**src/rtl/risc_v_mike_fetch_unit_if.sv**
```systemverilog
// Fetch-stage bus: redirect input, combinational imem port, and the decode-facing valid/ready head.
// master = fetch unit, slave = surrounding pipeline/memory.
interface risc_v_mike_fetch_unit_if;
   logic        redirect_valid;
   logic [31:0] redirect_pc;
   logic [31:0] imem_addr;
   logic [31:0] imem_rd_data;
   logic        fetch_valid;
   logic        fetch_ready;
   logic [31:0] fetch_pc;
   logic [31:0] fetch_pc_plus4;
   logic [31:0] fetch_instr;
   logic        fetch_fault;

   modport master (
      input  redirect_valid, redirect_pc, imem_rd_data, fetch_ready,
      output imem_addr, fetch_valid, fetch_pc, fetch_pc_plus4, fetch_instr, fetch_fault
   );

   modport slave (
      output redirect_valid, redirect_pc, imem_rd_data, fetch_ready,
      input  imem_addr, fetch_valid, fetch_pc, fetch_pc_plus4, fetch_instr, fetch_fault
   );
endinterface

```
**src/rtl/risc_v_mike_fetch_unit.sv**
```systemverilog
// Instruction fetch: owns the PC, captures imem words into a 2-entry queue, one-cycle fetch latency.
// Decode backpressure fills the queue then stalls the PC; a redirect flushes and costs one bubble.
module risc_v_mike_fetch_unit #(
   parameter logic [31:0] TEXT_BASE  = 32'h0040_0000,
   parameter int unsigned TEXT_DEPTH = 1024,
   parameter logic [31:0] NOP_INSTR  = 32'h0000_0013
) (
   input  logic                        clk,
   input  logic                        rst,
   risc_v_mike_fetch_unit_if.master    bus
);

   typedef logic [31:0] t_pc_addr;

   typedef struct packed {
      t_pc_addr    pc;
      logic [31:0] instr;
      logic        fault;
   } t_entry;

   typedef enum logic {
      RUN  = 1'b0,
      HALT = 1'b1
   } t_mode;

   localparam t_pc_addr TEXT_BYTES = t_pc_addr'(TEXT_DEPTH * 4);

   t_pc_addr   pc_q, pc_d;
   t_entry     entry_q [2];
   t_entry     entry_d [2];
   logic [1:0] count_q, count_d;
   logic       rd_ptr_q, rd_ptr_d;
   logic       wr_ptr_q, wr_ptr_d;
   t_mode      mode_q, mode_d;

   logic       fault;
   logic       pop;
   logic       push;
   t_entry     new_entry;
   t_entry     head;
   logic       head_vld;

   // Unsigned subtraction makes addresses below TEXT_BASE wrap high and fault too.
   assign fault = (pc_q[1:0] != 2'b00) || ((pc_q - TEXT_BASE) >= TEXT_BYTES);

   assign head_vld = (count_q != 2'd0);
   assign pop      = head_vld & bus.fetch_ready;
   assign push     = (mode_q == RUN) & ~bus.redirect_valid & ((count_q < 2'd2) | pop);

   assign new_entry.pc    = pc_q;
   assign new_entry.instr = fault ? NOP_INSTR : bus.imem_rd_data;
   assign new_entry.fault = fault;

   always_comb begin
      pc_d       = pc_q;
      count_d    = count_q;
      rd_ptr_d   = rd_ptr_q;
      wr_ptr_d   = wr_ptr_q;
      mode_d     = mode_q;
      entry_d[0] = entry_q[0];
      entry_d[1] = entry_q[1];

      if (bus.redirect_valid) begin
         pc_d     = bus.redirect_pc;
         count_d  = 2'd0;
         rd_ptr_d = 1'b0;
         wr_ptr_d = 1'b0;
         mode_d   = RUN;
      end else begin
         if (push) begin
            entry_d[wr_ptr_q] = new_entry;
            wr_ptr_d          = ~wr_ptr_q;
            if (fault) begin
               mode_d = HALT;
            end else begin
               pc_d = pc_q + 32'd4;
            end
         end
         if (pop) begin
            rd_ptr_d = ~rd_ptr_q;
         end
         unique case ({push, pop})
            2'b10:   count_d = count_q + 2'd1;
            2'b01:   count_d = count_q - 2'd1;
            default: count_d = count_q;
         endcase
      end
   end

   always_ff @(posedge clk) begin
      if (!rst) begin
         pc_q       <= TEXT_BASE;
         count_q    <= 2'd0;
         rd_ptr_q   <= 1'b0;
         wr_ptr_q   <= 1'b0;
         mode_q     <= RUN;
         entry_q[0] <= '0;
         entry_q[1] <= '0;
      end else begin
         pc_q       <= pc_d;
         count_q    <= count_d;
         rd_ptr_q   <= rd_ptr_d;
         wr_ptr_q   <= wr_ptr_d;
         mode_q     <= mode_d;
         entry_q[0] <= entry_d[0];
         entry_q[1] <= entry_d[1];
      end
   end

   // Head outputs depend only on registered state, never on imem data or ready.
   assign head = entry_q[rd_ptr_q];

   assign bus.imem_addr      = pc_q;
   assign bus.fetch_valid    = head_vld;
   assign bus.fetch_pc       = head_vld ? head.pc    : 32'd0;
   assign bus.fetch_instr    = head_vld ? head.instr : 32'd0;
   assign bus.fetch_fault    = head_vld ? head.fault : 1'b0;
   assign bus.fetch_pc_plus4 = bus.fetch_pc + 32'd4;

endmodule

```
**src/flat_wrapper.sv**
```systemverilog
// flat-port wrapper written by rule: the top's interface ports become plain ports
module risc_v_mike_fetch_unit_flat 
#(
   parameter logic [31:0] TEXT_BASE  = 32'h0040_0000,
   parameter int unsigned TEXT_DEPTH = 1024,
   parameter logic [31:0] NOP_INSTR  = 32'h0000_0013
)
  (clk, rst, bus_redirect_valid, bus_redirect_pc, bus_imem_rd_data, bus_fetch_ready, bus_imem_addr, bus_fetch_valid, bus_fetch_pc, bus_fetch_pc_plus4, bus_fetch_instr, bus_fetch_fault);
  risc_v_mike_fetch_unit_if bus_i ();
  input  logic clk;
  input  logic rst;
  input wire logic [$bits(bus_i.redirect_valid)-1:0] bus_redirect_valid;
  input wire logic [$bits(bus_i.redirect_pc)-1:0] bus_redirect_pc;
  input wire logic [$bits(bus_i.imem_rd_data)-1:0] bus_imem_rd_data;
  input wire logic [$bits(bus_i.fetch_ready)-1:0] bus_fetch_ready;
  output wire logic [$bits(bus_i.imem_addr)-1:0] bus_imem_addr;
  output wire logic [$bits(bus_i.fetch_valid)-1:0] bus_fetch_valid;
  output wire logic [$bits(bus_i.fetch_pc)-1:0] bus_fetch_pc;
  output wire logic [$bits(bus_i.fetch_pc_plus4)-1:0] bus_fetch_pc_plus4;
  output wire logic [$bits(bus_i.fetch_instr)-1:0] bus_fetch_instr;
  output wire logic [$bits(bus_i.fetch_fault)-1:0] bus_fetch_fault;
  assign bus_i.redirect_valid = bus_redirect_valid;
  assign bus_i.redirect_pc = bus_redirect_pc;
  assign bus_i.imem_rd_data = bus_imem_rd_data;
  assign bus_i.fetch_ready = bus_fetch_ready;
  assign bus_imem_addr = bus_i.imem_addr;
  assign bus_fetch_valid = bus_i.fetch_valid;
  assign bus_fetch_pc = bus_i.fetch_pc;
  assign bus_fetch_pc_plus4 = bus_i.fetch_pc_plus4;
  assign bus_fetch_instr = bus_i.fetch_instr;
  assign bus_fetch_fault = bus_i.fetch_fault;
  risc_v_mike_fetch_unit #(.TEXT_BASE(TEXT_BASE), .TEXT_DEPTH(TEXT_DEPTH), .NOP_INSTR(NOP_INSTR)) u_core (.clk(clk), .rst(rst), .bus(bus_i));
endmodule
```
**config.mk**
```make
export PLATFORM = sky130hd
export DESIGN_NAME = risc_v_mike_fetch_unit_flat
export DESIGN_NICKNAME = d
export VERILOG_FILES = /design/src/rtl/risc_v_mike_fetch_unit_if.sv /design/src/rtl/risc_v_mike_fetch_unit.sv /design/src/flat_wrapper.sv
export SDC_FILE = /design/constraint.sdc
export NUM_CORES = 1
export LEC_CHECK = 0
export ABC_AREA = 0
export CORE_ASPECT_RATIO = 0.6
export CORE_MARGIN = 3
export CORE_UTILIZATION = 43
export DETAILED_ROUTE_END_ITERATION = 7
export GPL_TIMING_DRIVEN = 1
export PLACE_DENSITY = 0.71
export RECOVER_POWER = 50
export SYNTH_ARGS = -nofsm -noshare
export SYNTH_HDL_FRONTEND = slang
export SYNTH_SLANG_ARGS = --single-unit
export TNS_END_PERCENT = 10
```
**constraint.sdc**
```tcl
create_clock -name clk -period 7.6 [get_ports clk]
set_input_delay 1.14 -clock clk [delete_from_list [all_inputs] [get_ports clk]]
set_output_delay 1.14 -clock clk [all_outputs]
set_load 0.02 [all_outputs]
```
==> qor.yml <==
finalHoldViolations: 0
post_synthesis_to_final_layout_area_growth_pct: 28.5
min_period_ns: 6.21
cp_data_required_time_ns: 7.88
die_x_microns: 185
period_utilization_post_route: 0.817
synth_cell_type_count: 49
cts.sink_count: 168
grt_pass1_wl_mm: 40.1
synth-warning-count: 0
worstSkewPairLatency_ns: 0.42
finish.instance_area_sq_um: 10600
postCtsResizedCells: 0
mappedNetlistArea_sq_um: 8250
holdBufCountCts: 0
buffer_ports.inserted: 197
tritoncts: "done"
cap_viol_max_count: 4
timing.clock.skew_ns: 0.0151
synth_edf_count: 0
cts-buffers-inserted: 17
critPathKind: "input pin to flop"
worstPathArrival_ns: 6.49
drt-pass1-iter-count: 5
grt.overflow.total: 0
number_of_antenna_violations_at_the_first_check_in_global_routing: 0
timing.slew.headroom: -0.993
place.detailed.hpwl_mm: 17.5
synth_compound_area_frac: 0.130
cts-root-buf: "sky130_fd_sc_hd__clkbuf_16"
layout.core_utilization: 0.575
wl_per_cell_microns: 17.7
power.leakage_nw: 3.53
floorplan.core_area_sq_um: 18400
critPathCaptureType: "flop"
start_util: 0.447
floorplan.die.height_microns: 113
mux_share_of_post_synthesis_cell_area: 0.0958
total_number_of_vias: 7913
antenna_violating_nets_post_route: 0
report.final.setup_viol: 0
synthXorXnorAreaFrac: 0.0361
dieArea_sq_um: 20900
critical_path.max_fanout: 58
vdd.ir_drop.worst_uv: 151
postSynthAreaPerCell_sq_um: 7.68
fmax_mhz: 161
drcViolationCount: 0
drv_slew: 250
violations: "capacitance limit, slew limit"
timing.critical_path.from_type: "input pin"
worst_slew_pin_slew_ns: 2.99
hold_path_class: "flop to flop"
net_count_synth: 1147
synth_seq_area_share: 0.407
vias_in_the_first_global_route: 7243
drt-initial-drc-count: 791
synthFlopType: "sky130_fd_sc_hd__dfxtp_1"
post_drt_via_cell_ratio: 5.49
postRouteWirelength_mm: 25.6
grt_usage: 0.240
cts.htree.levels: 4
yosys_register_bits: 168
core.rowCount: 38
number_of_placed_i_o_pins: 198
final_layout_size_suffix_gt1_frac: 0.0425
clk_pin_slew_ns: 0.07
status: "complete, but fails checks"
synthArstFlopShare: 0
post_synth_fa_ha_maj_area_fraction: 0.00606
gp_congestion: 0.854
fin_tns_setup_ns: 0
rsz0062_at_grt: "false"
synth_simple_gate_area_share: 0.246
layout.nets: 1259
clock_tree.buffer_depth: 2
synthesis.instances: 1075
synth_top_family_by_area: "simple AND/OR/NAND/NOR gates"
grt_max_degree: 89
powerDensity_nw_per_um2: 189
post-cts-setup-buffers: 0
post_dp_cell_area_sq_um: 10100
==> logic make-up (layout without fill, tap and decap cells) <==
kind of cell | count (synthesis) | count (layout)
AOI/OAI and AO/OA | 195 | 195
adders and majority gates | 4 | 4
buffers and inverters | 131 | 256
and+or+nand+nor | 464 | 464
muxes | 79 | 79
other | 0 | 2
DFF | 168 | 168
xor gates and xnor gates | 34 | 34
==> cells in the final DEF, fill, tap and decap left out, drive strengths merged, types with 2 or more instances in the layout <==
cell type	count
diode	2
ha	4
a21oi	149
clkdlybuf4s50	163
dlygate4sd3	34
nor3b	2
and2	5
xnor2	10
clkinv	5
mux2i	79
or4	2
buf	6
a211oi	6
nand3b	9
nor2	92
a22oi	3
nand3	71
or3	2
and3	4
clkbuf	23
xor2	24
inv	22
a311oi	2
nand2b	5
or2	2
nand2	224
nand4	9
nor4	13
clkinvlp	2
o21ai	21
nor3	22
dfxtp	168
==> flip-flops by register name (all words and copies together) (netlist names), named ones only <==
| name | count |
|---|---|
| u_core.bus.imem_addr | 32 |
| u_core.rd_ptr_q | 1 |
| u_core.mode_q | 1 |
| u_core.wr_ptr_q | 1 |
| u_core.count_q | 2 |
| u_core.entry_q | 130 |
==> per-layer routing <==
metal,share of wire,GRT usage,routed length (microns),vias to the layer above
li1,-,-,-,3847
met3,0.092,0.0591,2350,10
met4,0.0039,0.0265,99,0
met2,0.39,0.324,9960,347
met1,0.51,0.389,13200,3709
met5,0,0,0,-
==> through the flow <==
stage	cells	power (mW)	hold WS [ns]	setup slack [ns]
6_report	1442	2.01	0.449	1.39
3_3_place_gp	1408	1.18	0.438	2.65
5_1_grt	1440	2.07	0.470	0.896
4_1_cts	1440	2.02	0.452	2.01
3_5_place_dp	1408	1.18	0.443	2.47
2_1_floorplan	1075	1.09	0.431	3.03
==> worst max-delay path: stages <==
cell                            delay, ns
sky130_fd_sc_hd__dlygate4sd3_1       0.52
sky130_fd_sc_hd__clkbuf_1            1.47
sky130_fd_sc_hd__nor2_1              0.12
sky130_fd_sc_hd__and2_0              0.30
sky130_fd_sc_hd__nand2b_1            0.32
sky130_fd_sc_hd__clkbuf_1            2.15
sky130_fd_sc_hd__nand2_1             0.20
sky130_fd_sc_hd__a21oi_1             0.24
==> layout make-up <==
class | instances | area (sq um)
diodes | 2 | 5.00
clock buffers | 19 | 433
clock inverters | 13 | 136
fillers | 1745 | 7840
inverters | 17 | 65.1
multi-input cells | 776 | 4270
flip-flops and latches | 168 | 3370
well taps | 240 | 300
repair buffers | 207 | 2030
==> worst paths after layout <==
check                       startpoint                     to  slack [ns]  cells past startpoint
setup / recovery    bus_redirect_valid  u_core.entry_q[0][23]        1.39                      8
hold / removal    u_core.entry_q[1][8]   u_core.entry_q[1][8]        0.45                      2
setup reg to reg     u_core.count_q[1]  u_core.entry_q[0][23]        3.81                      6
hold reg to reg   u_core.entry_q[1][8]   u_core.entry_q[1][8]        0.45                      2
==> power by group <==
group / total (mW) / switching [mW] / internal (mW)
combinational: 0.223 / 0.133 / 0.0897
clock: 0.844 / 0.382 / 0.462
sequential: 0.941 / 0.0380 / 0.904
total: 2.01 / 0.554 / 1.46
==> cells in the mapped netlist (15+ instances only) <==
cell | instances | area, sq um
sky130_fd_sc_hd__nor2_1 | 92 | 345
sky130_fd_sc_hd__nand2_1 | 224 | 841
sky130_fd_sc_hd__clkbuf_1 | 54 | 203
sky130_fd_sc_hd__a21oi_1 | 149 | 746
sky130_fd_sc_hd__buf_4 | 37 | 278
sky130_fd_sc_hd__inv_1 | 15 | 56.3
sky130_fd_sc_hd__o21ai_0 | 21 | 105
sky130_fd_sc_hd__mux2i_1 | 79 | 791
sky130_fd_sc_hd__nor3_1 | 21 | 105
sky130_fd_sc_hd__xor2_1 | 24 | 210
sky130_fd_sc_hd__dfxtp_1 | 168 | 3360
sky130_fd_sc_hd__nand3_1 | 71 | 355
(Power assumes the default switching activity.)
